===== config.mk =====
export PLATFORM = sky130hd
export DESIGN_NAME = shift_sequencer
export DESIGN_NICKNAME = d
export VERILOG_FILES = /design/src/rtl/shift_sequencer.sv
export SDC_FILE = /design/constraint.sdc
export NUM_CORES = 1
export LEC_CHECK = 0
export ABC_AREA = 1
export BUFFER_PORTS_ARGS = -buffer_cell sky130_fd_sc_hd__clkbuf_2
export CORE_AREA = 5 5 42 44
export DETAILED_ROUTE_END_ITERATION = 12
export DIE_AREA = 0 0 47 49
export PLACE_DENSITY_LB_ADDON = 0.05
export SYNTH_ARGS = -nofsm -noshare
export SYNTH_HDL_FRONTEND = slang
export SYNTH_SLANG_ARGS = --single-unit

===== constraint.sdc =====
create_clock -name clk -period 3.5 [get_ports clk]
set_input_delay 0.175 -clock clk [delete_from_list [all_inputs] [get_ports clk]]
set_output_delay 0.175 -clock clk [all_outputs]
set_load 0.01 [all_outputs]

===== src/rtl/shift_sequencer.sv =====
// shift_sequencer: drives an external SIZE-bit universal shift register
// (hold / shift right / shift left / parallel load) to serialize one word.
// Sequence: IDLE -> LOAD (one cycle, parallel load) -> SHIFT (SIZE bits,
// stall freezes a cycle) -> DONE (one-cycle done pulse) -> IDLE.
// Optional feature macro: SHIFT_SEQUENCER_MSB_FIRST_EN
//   undefined: shift right (mode 01), serial_out = q_out[0], LSB first
//   defined  : shift left  (mode 10), serial_out = q_out[SIZE-1], MSB first
module shift_sequencer #(
  parameter int SIZE = 4
) (
  input  logic            clk,
  input  logic            reset_n,
  input  logic            start,
  input  logic [SIZE-1:0] data_in,
  input  logic            stall,
  input  logic [SIZE-1:0] q_out,
  output logic            select_1,
  output logic            select_0,
  output logic [SIZE-1:0] load_data,
  output logic            left_serial_in,
  output logic            right_serial_in,
  output logic            serial_out,
  output logic            serial_valid,
  output logic            busy,
  output logic            done
);

  localparam int CW = $clog2(SIZE);
  localparam logic [CW-1:0] LAST = CW'(SIZE - 1);

`ifdef SHIFT_SEQUENCER_MSB_FIRST_EN
  localparam logic [1:0] SHIFT_MODE = 2'b10;
`else
  localparam logic [1:0] SHIFT_MODE = 2'b01;
`endif

  typedef enum logic [1:0] {IDLE, LOAD, SHIFT, DONE} state_t;

  state_t          state, state_next;
  logic [CW-1:0]   count, count_next;
  logic [SIZE-1:0] word, word_next;
  logic [1:0]      mode;
  logic            out_bit;

  // Only one end of q_out is observed; the remaining bits are intentionally ignored.
  logic unused_q;
  assign unused_q = ^q_out;

`ifdef SHIFT_SEQUENCER_MSB_FIRST_EN
  assign out_bit = q_out[SIZE-1];
`else
  assign out_bit = q_out[0];
`endif

  // Fill bits for both shift directions are tied low.
  assign left_serial_in  = 1'b0;
  assign right_serial_in = 1'b0;

  // State, bit counter and captured word registers; reset forces IDLE immediately.
  always_ff @(posedge clk or negedge reset_n) begin
    if (!reset_n) begin
      state <= IDLE;
      count <= '0;
      word  <= '0;
    end else begin
      state <= state_next;
      count <= count_next;
      word  <= word_next;
    end
  end

  // Next-state logic: capture on start in IDLE, step the counter on unstalled shifts.
  always_comb begin
    state_next = state;
    count_next = count;
    word_next  = word;
    case (state)
      IDLE: begin
        if (start) begin
          word_next  = data_in;
          state_next = LOAD;
        end
      end
      LOAD: begin
        count_next = '0;
        state_next = SHIFT;
      end
      SHIFT: begin
        if (!stall) begin
          // Last bit leaves the counter at LAST instead of wrapping.
          if (count == LAST) state_next = DONE;
          else               count_next = count + 1'b1;
        end
      end
      DONE: state_next = IDLE;
      default: state_next = IDLE;
    endcase
  end

  // Output decode: register mode, load word, serial bit and status flags per state.
  always_comb begin
    mode         = 2'b00;
    load_data    = '0;
    serial_out   = 1'b0;
    serial_valid = 1'b0;
    busy         = 1'b0;
    done         = 1'b0;
    case (state)
      IDLE: ;
      LOAD: begin
        mode      = 2'b11;
        load_data = word;
        busy      = 1'b1;
      end
      SHIFT: begin
        busy = 1'b1;
        if (!stall) begin
          mode         = SHIFT_MODE;
          serial_out   = out_bit;
          serial_valid = 1'b1;
        end
      end
      DONE: begin
        busy = 1'b1;
        done = 1'b1;
      end
      default: ;
    endcase
  end

  assign select_1 = mode[1];
  assign select_0 = mode[0];

endmodule

==> results of run 1 <==
==> Yosys cell counts, drive strengths merged <==
cell type / instances / share of area
nand3: 8 / 0.080
dfrtp: 8 / 0.36
inv: 15 / 0.10
o21a: 1 / 0.013
nand4: 2 / 0.022
nor2: 2 / 0.013
nand2: 30 / 0.20
ha: 8 / 0.18
buf: 2 / 0.027
conb: 1 / 0.0067
==> worst paths after layout <==
| kind | slack [ns] | end | cells after the start |
|---|---|---|---|
| setup / recovery | 1.91 | select_0 | 4 |
| hold / removal | 0.15 | word[2]$_DFFE_PN0P_ | 3 |
| setup reg to reg | 2.20 | word[1]$_DFFE_PN0P_ | 5 |
| hold reg to reg | 0.47 | word[0]$_DFFE_PN0P_ | 2 |
| max in group asynchronous | 3.02 | word[0]$_DFFE_PN0P_ | 2 |
| min in group asynchronous | 0.30 | state[1]$_DFFE_PN0P_ | 2 |
==> area by class of cell <==
| type | instances | area [um^2] |
|---|---|---|
| Clock buffer | 3 | 22.5 |
| Fill cell | 148 | 707 |
| Inverter | 15 | 56.3 |
| Multi-Input combinational cell | 53 | 295 |
| Sequential cell | 8 | 200 |
| Tap cell | 16 | 20.0 |
| Timing Repair Buffer | 19 | 100 |
==> registers in the layout (all words and copies together), names as in the netlist <==
register and count:
count 2, word 4, state 2
==> layout by cell type, fill, tap and decap left out <==
cell type      synthesis  final
nor2_1                 2      2
nand2_2                1      1
nand3_1                7      7
clkbuf_4               0      3
nand2_1               29     29
clkbuf_2               0     18
dfrtp_1                8      8
nand3_2                1      1
inv_2                  1      1
nand4_1                2      2
ha_1                   8      8
o21a_1                 1      1
dlygate4sd3_1          0      1
conb_1                 1      2
inv_1                 14     14
==> cell families (layout without fill, tap and decap cells) <==
group,after synthesis,after routing,share of synthesized area
simple gates,42,42,0.320
buf+inv,17,37,0.127
fa+ha+maj,8,8,0.178
flops,8,8,0.356
other cells,1,2,0.00666
compound gates,1,1,0.0133
==> power breakdown <==
| part | leakage, nW | internal, W | switching [W] |
|---|---|---|---|
| registers | 0.101 | 0.000136 | 0.0000332 |
| logic | 0.350 | 0.000121 | 0.000186 |
| clock network | 0.0138 | 0.0000392 | 0.0000308 |
| total | 0.465 | 0.000296 | 0.000250 |
==> worst min-delay path, stage by stage <==
cell	delay, ns
clkbuf_2	0.08
nand3_1	0.06
nand2_1	0.05
==> stage by stage <==
step	setup slack (ns)	hold slack (ns)	std cells	utilization	total power, W
2_1_floorplan	2.28	-0.121	78	-	0.000390
3_3_place_gp	2.15	0.0304	110	0.472	0.000478
3_5_place_dp	2.15	0.0335	110	0.472	0.000480
4_1_cts	1.87	0.147	114	0.496	0.000555
5_1_grt	1.73	0.157	114	0.496	0.000625
6_report	1.91	0.153	114	0.496	0.000546
==> layer usage <==
layer,part of all wire,routed length (um),global-route usage
met5,0,0,0
met3,0.062,68,0.0554
met2,0.46,506,0.167
met1,0.47,514,0.169
met4,0,0,0.0276
==> out/results.tsv, run 1 <==
stage	metric	value	unit
synth	synthesized instance count	77	
floorplanning	Core ar.	0.00140	mm^2
routing	DR WL/cell	9.55	um
floorplanning	initial core utilization	0.402	
layout	Post-Layout Inst Area	694	um^2
placement	placed cell areas	662	um^2
clock_network	clk slew on worst S/H paths	0.05	ns
sta	Final min period	1.59	ns
worst_setup_path	CP endpoint kind	output port	
floorplanning	IO Count	24	
synth	Mapped Area	563	um^2
layout	# diodes	0	
worst_setup_path	Max FO, Critical Path	6	
routing	routed vias/inst	4.30	
routing	vias	490	
worst_setup_path	slowest stage cell on the critical path	dfrtp_1	
clock_network	clk_lat worst skew	0.25	ns
placement	IO buf count	18	
routing	DRT Pass-1 Iters	4	
worst_setup_path	critical path's top delay family	flip-flops	
routing	Post-route DRC	0	
clock_network	CTS root buf	clkbuf_4	
flow_run	maximum capacitance violations	0	
routing	post-route ant nets	0	
floorplanning	chip height	49	um
sta	setup tns final	0	ns
clock_network	CTS max path bufs	2	
layout	ratio of cells with drive above 1 in the final layout	0.245	
worst_setup_path	Critical Path AT	1.42	ns
placement	post-DP HPWL	893	um
synth	sequential area share after synthesis	0.356	
synth	Avg Cell Area, Syn	7.31	um^2
sta	fin. max-slew vios	0	
worst_setup_path	Setup CP Type	flip-flop to output port	
clock_network	hold-fix buffers at CTS	1	
worst_setup_path	crit start category	flip-flop	
global_routing	largest net degree at the start of global routing	9	
global_routing	GRT Total Usage	0.121	
worst_setup_path	CP peak stage delay	0.43	ns
routing	Iteration-0 DRC Markers	12	
sta	fmax	628	MHz
clock_network	Post-CTS Setup Bufs	0	
routing	total wire length	1090	um
clock_network	clock sinks	8	
placement	GPL Wtd Cong	0.755	
clock_network	CTS resizes	0	
layout	Area Growth Syn to Fin	23.3	%
worst_setup_path	Worst Path Required	3.32	ns
worst_setup_path	CP Launch Point	state[1]$_DFFE_PN0P_	
synth	post-synth cell types	13	
clock_network	CTS buffer count	3	
floorplanning	row cnt	14	
global_routing	first-pass GRT wire length	2040	um
clock_network	CTS tree	done	
worst_setup_path	beginning of the worst register-to-register path	state[1]$_DFFE_PN0P_	
floorplanning	Die Area	0.00230	mm^2
pwr	Leak Pwr	0.465	nW
synth	Synth Warn #	0	
sta	Fin. Hold Viols	0	
global_routing	GR Overflow Total	0	
sta	RSZ-0062 raised after global routing	false	
synth	#FFs+latches synth	8	
min_path	Hold Path Class	input port to flip-flop	
floorplanning	Die W	47	um
global_routing	vias in the first global route	472	
clock_network	htree depth	1	
pwr	Worst VDD drop	0.378	mV
min_path	worst hold path startpoint	data_in[2]	
pwr	power per cell area	787	mW/mm^2
worst_setup_path	buffers plus inverters on the worst setup path	2	
sta	Clock Skew	0.000480	ns
layout	nets	120	
global_routing	initial antenna violation count	0	
sta	Final setup viols	0	
outcome	status	completed	
worst_setup_path	crit path cell chain	inv_1 -> ha_1 -> o21a_1 -> clkbuf_2	
sta	crit share post-route	0.455	
(Power assumes the default switching activity.)
==> run 2: changes to the inputs <==
CORE_AREA = default   (was 5 5 42 44)
CORE_MARGIN = 5   (was default)
CORE_UTILIZATION = 40   (was default)
DIE_AREA = default   (was 0 0 47 49)
clock period = 1.4 ns   (was 3.5 ns; I/O delays follow)
==> out/results.tsv, run 2 (synthesis gave the netlist of run 1 again) <==
stage	metric	value	unit
pwr	Worst VDD drop	1.02	mV
routing	Met1 Wirelength	551	um
routing	Iteration-0 DRC Markers	6	
min_path	Hold Path Class	input port to flip-flop	
routing	post-route ant nets	0	
floorplanning	Die W	47.5	um
worst_setup_path	beginning of the worst register-to-register path	state[1]$_DFFE_PN0P_	
routing	vias	534	
layout	Post-Layout Inst Area	795	um^2
sta	fin. max-slew vios	0	
clock_network	clock sinks	8	
layout	multi-input logic area	345	um^2
global_routing	vias in the first global route	505	
routing	met2 WL post-DR	636	um
floorplanning	initial core utilization	0.427	
layout	Largest register FFs	4	
worst_setup_path	Critical R2R Capture	state[0]$_DFFE_PN0P_	
worst_setup_path	Reg2Reg Setup Slack	0.21	ns
routing	total wire length	1250	um
worst_setup_path	Critical Path AT	1.29	ns
worst_setup_path	Max FO, Critical Path	4	
clock_network	CTS tree	done	
floorplanning	chip height	47.5	um
placement	GPL Wtd Cong	0.810	
routing	DR WL/cell	10.6	um
floorplanning	Core ar.	0.00132	mm^2
worst_setup_path	CP endpoint	select_0	
clock_network	CTS root buf	clkbuf_4	
placement	post-DP HPWL	900	um
clock_network	htree depth	1	
floorplanning	row cnt	13	
routing	Met3 Wirelength	58	um
routing	DRT Pass-1 Iters	4	
clock_network	CTS buffer count	3	
sta	Final min period	1.36	ns
global_routing	GRT Total Usage	0.129	
floorplanning	IO Count	24	
worst_setup_path	r2r worst-path depth	6	
worst_setup_path	Worst Path Required	1.33	ns
global_routing	largest net degree at the start of global routing	9	
clock_network	clk_lat worst skew	0.25	ns
layout	Filler cells	126	
layout	final core utilization	0.603	
layout	Largest regs	word x4, count x2, state x2	
layout	Reg area	201	um^2
worst_setup_path	CP endpoint kind	output port	
outcome	status	completed	
routing	DR top layer	met3	
sta	RSZ-0062 raised after global routing	true	
sta	Fin. Hold Viols	0	
worst_setup_path	Setup CP Type	flip-flop to output port	
sta	Final setup viols	0	
layout	commonest non-fill, non-tap cell in the layout	nand2_1	
flow_run	maximum capacitance violations	0	
clock_network	clk slew on worst S/H paths	0.05	ns
global_routing	GR Overflow Total	0	
placement	IO buf count	18	
pwr	power per cell area	2100	mW/mm^2
placement	placed cell areas	668	um^2
worst_setup_path	CP Launch Point	state[0]$_DFFE_PN0P_	
global_routing	initial antenna violation count	0	
routing	routed vias/inst	4.53	
worst_setup_path	crit start category	flip-flop	
layout	most frequent cells in the layout	nand2_1 (29), clkbuf_2 (17), inv_1 (12)	
pwr	Leak Pwr	0.491	nW
sta	Clock Skew	0.00108	ns
layout	# diodes	0	
sta	fmax	737	MHz
global_routing	first-pass GRT wire length	2010	um
sta	crit share post-route	0.969	
layout	Largest Register	word	
sta	WHS	0.0422	ns
layout	nets	125	
floorplanning	Die Area	0.00226	mm^2
routing	Post-route DRC	0	
clock_network	CTS max path bufs	2	
layout	ratio of cells with drive above 1 in the final layout	0.350	
layout	Area Growth Syn to Fin	41.1	%
==> run 2: cell types whose count changed in the layout (fill, tap and decap cells not counted) <==
cell,delta
ha_1,-4
ha_4,+4
buf_4,+3
buf_6,+2
inv_1,-2
inv_4,+2
buf_2,+1
clkbuf_2,-1
dfrtp_1,-1
dfrtp_2,+1
==> run 2: power breakdown <==
group | internal, W | switching [W] | total (W) | leakage [nW]
combinational | 0.000491 | 0.000571 | 0.00106 | 0.377
sequential | 0.000343 | 0.0000894 | 0.000432 | 0.100
clock | 0.0000979 | 0.0000763 | 0.000174 | 0.0138
==> run 2: repair_timing <==
| item | CTS | global route |
|---|---|---|
| buffers inserted | 3 | 1 |
| pin swaps | 0 | 1 |
| gates resized for setup | 6 | 10 |
| hold buffers | 1 | 0 |
| endpoints found under the setup margin | 7 | 3 |
| endpoints found under the hold margin | 8 | 0 |
==> run 2: stage by stage <==
step           setup TNS [ns]  power (W)  setup slack, ns  std cells
2_1_floorplan               0   0.000974            0.255         78
3_3_place_gp                0    0.00121            0.116        110
3_5_place_dp                0    0.00122            0.108        110
4_1_cts                     0    0.00152           0.0197        117
5_1_grt               -0.0473    0.00187          -0.0394        118
6_report                    0    0.00167           0.0440        118
==> run 2: cell type report <==
cell class	instances	area share
Multi-Input combinational cell	53	0.435
Tap cell	15	0.0236
Sequential cell	8	0.254
Timing Repair Buffer	24	0.183
Inverter	15	0.0772
Clock buffer	3	0.0283
==> run 2: routing by layer <==
| layer | GRT usage | vias up |
|---|---|---|
| met5 | 0 | - |
| met3 | 0.0564 | 0 |
| met1 | 0.162 | 240 |
| li1 | - | 284 |
| met2 | 0.195 | 10 |
| met4 | 0.0497 | 0 |
==> run 2: worst max-delay path: stages, from the launching register on <==
cell	delay, ns
dfrtp_1	0.40
inv_4	0.08
ha_4	0.17
nand2_1	0.06
inv_1	0.05
o21a_1	0.16
clkbuf_2	0.12
==> run 2: worst min-delay path by stage <==
stage                                 endpoint       start  cells after the start  slack (ns)
final                      word[0]$_DFFE_PN0P_  data_in[0]                      3        0.04
after global routing       word[0]$_DFFE_PN0P_  data_in[0]                      3        0.04
after CTS                  word[0]$_DFFE_PN0P_  data_in[0]                      3        0.03
after detailed placement  count[1]$_DFFE_PN0P_     reset_n                      1       -0.07
after global placement    count[1]$_DFFE_PN0P_     reset_n                      1       -0.07
after floorplan           count[0]$_DFFE_PN0P_     reset_n                      0       -0.23
